<file path="config.mk">
export PLATFORM = sky130hd
export DESIGN_NAME = multiplier_mxn
export DESIGN_NICKNAME = d
export VERILOG_FILES = /design/src/rtl/bw_full_adder.sv /design/src/rtl/multiplier_mxn.sv
export SDC_FILE = /design/constraint.sdc
export NUM_CORES = 1
export LEC_CHECK = 0
export BUFFER_PORTS_ARGS = -buffer_cell sky130_fd_sc_hd__buf_4
export CAP_MARGIN = 20
export CORE_MARGIN = 2
export CORE_UTILIZATION = 36
export DETAILED_ROUTE_END_ITERATION = 8
export GPL_ROUTABILITY_DRIVEN = 0
export GPL_TIMING_DRIVEN = 0
export PLACE_DENSITY_LB_ADDON = 0.1
export SLEW_MARGIN = 20
export SYNTH_ARGS = -nofsm -noshare
export SYNTH_HDL_FRONTEND = slang
export SYNTH_HIERARCHICAL = 1
export SYNTH_SLANG_ARGS = --single-unit
</file>
<file path="constraint.sdc">
create_clock -name clk -period 0.8 [get_ports clk]
set_input_delay 0.16 -clock clk [delete_from_list [all_inputs] [get_ports clk]]
set_output_delay 0.16 -clock clk [all_outputs]
set_load 0.01 [all_outputs]
</file>
<file path="src/rtl/bw_full_adder.sv">
// rtl/bw_full_adder.sv - 1-bit full adder cell for the Baugh-Wooley array
module bw_full_adder (
    input  logic a,
    input  logic b,
    input  logic cin,
    output logic s,
    output logic cout
);

    assign s    = a ^ b ^ cin;
    assign cout = (a & b) | (a & cin) | (b & cin);

endmodule

</file>
<file path="src/rtl/multiplier_mxn.sv">
// rtl/multiplier_mxn.sv - registered MxN modified Baugh-Wooley multiplier, signed/unsigned by P
module multiplier_mxn #(
    parameter int M = 4,
    parameter int N = 4
) (
    input  logic           clk,
    input  logic           rst_n,
    input  logic [M-1:0]   a,
    input  logic [N-1:0]   b,
    input  logic           P,
    output logic [M+N-1:0] p
);

    localparam int W = M + N;

    // When M == N the two low injections add up to a single 2^M
    localparam logic [W-1:0] INJ_A   = {{(W-1){1'b0}}, 1'b1} << (M - 1);
    localparam logic [W-1:0] INJ_B   = {{(W-1){1'b0}}, 1'b1} << (N - 1);
    localparam logic [W-1:0] INJ_TOP = {1'b1, {(W-1){1'b0}}};
    localparam logic [W-1:0] INJ     = INJ_A + INJ_B + INJ_TOP;

    logic [N-1:0][W-1:0] rows;
    logic [N-1:0][W-1:0] s_v;
    logic [N-1:0][W-1:0] c_v;
    logic [W-1:0]        rc;
    logic [W-1:0]        p_d;
    logic [W-1:0]        p_q;

    always_comb begin
        rows = '0;
        for (int j = 0; j < N; j++) begin
            for (int i = 0; i < M; i++) begin
                rows[j][i+j] = (a[i] & b[j]) ^
                    (P & (((i == M-1) && (j < N-1)) || ((j == N-1) && (i < M-1))));
            end
        end
    end

    // Row 0 seeds the sum vector; the mode constant rides in the carry vector
    assign s_v[0] = rows[0];
    assign c_v[0] = INJ & {W{P}};

    genvar j, k;
    generate
        for (j = 1; j < N; j++) begin : g_row
            logic [W-2:0] cy;
            for (k = 0; k < W; k++) begin : g_col
                if (k == W-1) begin : g_top
                    assign s_v[j][k] = s_v[j-1][k] ^ c_v[j-1][k] ^ rows[j][k];
                end else begin : g_fa
                    bw_full_adder u_fa (
                        .a    (s_v[j-1][k]),
                        .b    (c_v[j-1][k]),
                        .cin  (rows[j][k]),
                        .s    (s_v[j][k]),
                        .cout (cy[k])
                    );
                end
            end
            assign c_v[j] = {cy, 1'b0};
        end

        assign rc[0] = 1'b0;
        for (k = 0; k < W; k++) begin : g_rca
            if (k == W-1) begin : g_top
                assign p_d[k] = s_v[N-1][k] ^ c_v[N-1][k] ^ rc[k];
            end else begin : g_fa
                bw_full_adder u_fa (
                    .a    (s_v[N-1][k]),
                    .b    (c_v[N-1][k]),
                    .cin  (rc[k]),
                    .s    (p_d[k]),
                    .cout (rc[k+1])
                );
            end
        end
    endgenerate

    always_ff @(posedge clk or negedge rst_n) begin
        if (!rst_n) begin
            p_q <= '0;
        end else begin
            p_q <= p_d;
        end
    end

    assign p = p_q;

endmodule

</file>
==> run metrics <==
run status=finished with violations; violated checks=setup timing; Sinks on Clock Net=8; number of standard cells after synthesis=63; chip height=55.5 um; pin count of the biggest net entering global routing=9; clock-pin slew reported for the worst setup and hold paths after clock tree synthesis=0.05 ns; num ports=19; Final setup viols=16; clock buffers created by TritonCTS=3; maximum fanout along the worst path=3; fraction of layout instances using a drive strength above 1=0.378; number of I/O port buffers=18; layout overhead on the synthesized area=47.5%; number of detailed-route iterations in the first pass=1; Core ar.=0.00250 sq mm; Lkg Pwr=0.651 nW; count of cell types in the netlist=9; kind of path behind the tightest hold check=in2async; crit path launch type=input pin; total of max-cap violations=0; global route total overflow=0; Antenna Nets Post-Route=0; combined area of all synthesized cells=953 sq um; Final period util=3.99; starting density of the core=0.381; sequential fraction of the synthesis area=0.210; count of endpoints failing hold in the final timing report=0; wire length of the first global-routing pass=2790 um; GRT Total Usage=0.115; vias in the first global route=688; Total Routed Length=1420 um; clock root cell=clkbuf_4; filler cell count in the final layout=230; detailed-route DRC error count=0; Site Rows=18; antenna cell count=0; mean post-synth cell area=15.1 sq um; Max clock buf depth=2; unrepaired setup endpoints after global routing=yes; setup ws final=-2.39 ns; total power after layout=0.00303 W; Cell Pwr Density=2150 mW/mm^2; number of pins exceeding their max-slew limit in the final report=0; type of the setup path with the least slack=in2reg; placed wire-length estimate after detailed placement=1260 um; DIE AREA=0.00308 sq mm; drt initial violations=0; average wire per standard cell=10.0 um; Peak supply drop=2.38 mV; Worst Setup End Kind=register; maximum clock rate=313 MHz; Area contributors post-synth=fa_1 59%, dfrtp_1 21%, and2_1 6.6%, xnor2_1 6.4%, nand2_1 2.4%; clock tree from TritonCTS=yes; number of antenna violations at the first check in global routing=0; DIE WIDTH=55.5 um; portion of synthesized cell area occupied by the leading cell type=0.588; number of synthesized register bits=8; post-synthesis cell type with the largest combined area=fa_1; # nets final=152; Required @ worst endpoint=0.92 ns; via/cell ratio=4.16; Synthesis Warnings=6; number of flip-flops in the largest register=8; shortest period the worst path allows=3.19 ns; total vias in the final route=587; most used cells in the layout excluding fill and tap cells=22 x fa_1, 22 x conb_1, 11 x buf_6, 9 x buf_4, 8 x dfrtp_1; total negative slack for setup checks=-14.30 ns; # H-tree levels=1; arrival time reported for the critical path endpoint=3.31 ns
## layout make-up
class / instances / area, sq um / area share
flip-flops and latches: 8 / 200 / 0.142
plain buffers: 1 / 20.0 / 0.0142
multi-input cells: 75 / 880 / 0.625
clock buffers: 3 / 22.5 / 0.0160
well taps: 30 / 37.5 / 0.0267
repair buffers: 24 / 246 / 0.175
## cells in the mapped netlist, drive strengths merged
cell	n
conb	1
dfrtp	8
xor2	1
buf	1
and2	10
nand2	6
xnor2	7
xnor3	1
fa	28
## per-stage QoR
step / area, sq um / setup slack, ns / cells / util / hold WS, ns
2_1_floorplan: 1070 / -4.17 / 84 / - / -0.136
3_3_place_gp: 1250 / -2.66 / 132 / 0.498 / -0.0230
3_5_place_dp: 1250 / -2.70 / 132 / 0.498 / -0.0188
4_1_cts: 1400 / -2.39 / 140 / 0.558 / 0.257
5_1_grt: 1410 / -2.48 / 141 / 0.563 / 0.278
6_report: 1410 / -2.39 / 141 / 0.563 / 0.279
## metal layers
metal,track usage,up-vias,part of all wire
li1,-,262,-
met1,0.122,313,0.34
met2,0.231,12,0.62
met3,0.0281,0,0.036
met4,0.0105,0,0
met5,0,-,0
## critical path, stage by stage
cell and delay [ns]:
buf_8 0.10, buf_12 0.12, xnor2_4 0.13, fa_1 0.54, fa_1 0.44, fa_1 0.50
fa_2 0.35, fa_2 0.35, fa_2 0.34, xor2_1 0.15, xnor2_1 0.13
## worst paths after layout
path                       startpoint             end  slack [ns]  cells past startpoint
worst max-delay path                P  p[7]$_DFF_PN0_       -2.39                     11
worst min-delay path            rst_n  p[2]$_DFF_PN0_        0.28                      2
max in group asynchronous       rst_n  p[5]$_DFF_PN0_        0.39                      2
min in group clk                 b[3]  p[7]$_DFF_PN0_        0.59                      5
## timing repair
action                                 in CTS  in global routing
pin swaps                                  15                  1
buffers inserted                            4                  1
setup endpoints to repair                  16                 16
hold buffers                                1                  0
gates resized for setup                    23                  1
endpoints found under the hold margin       8                  0
## power by group
group	total, W	leakage, nW	internal [W]	switching (W)
Combinational	0.00200	0.544	0.00114	0.000861
Sequential	0.000738	0.0932	0.000646	0.0000928
Clock	0.000292	0.0138	0.000171	0.000121
Total	0.00303	0.651	0.00195	0.00107
## kinds of logic after synthesis
family                   Yosys count  share of synthesized area
XOR/XNOR                           9                     0.0971
adder cells (fa/ha/maj)           28                      0.588
buffers and inverters              1                     0.0118
flip-flops                         8                      0.210
other                              1                    0.00393
AND/OR/NAND/NOR                   16                     0.0892
Power figures use the tool's default switching activity.
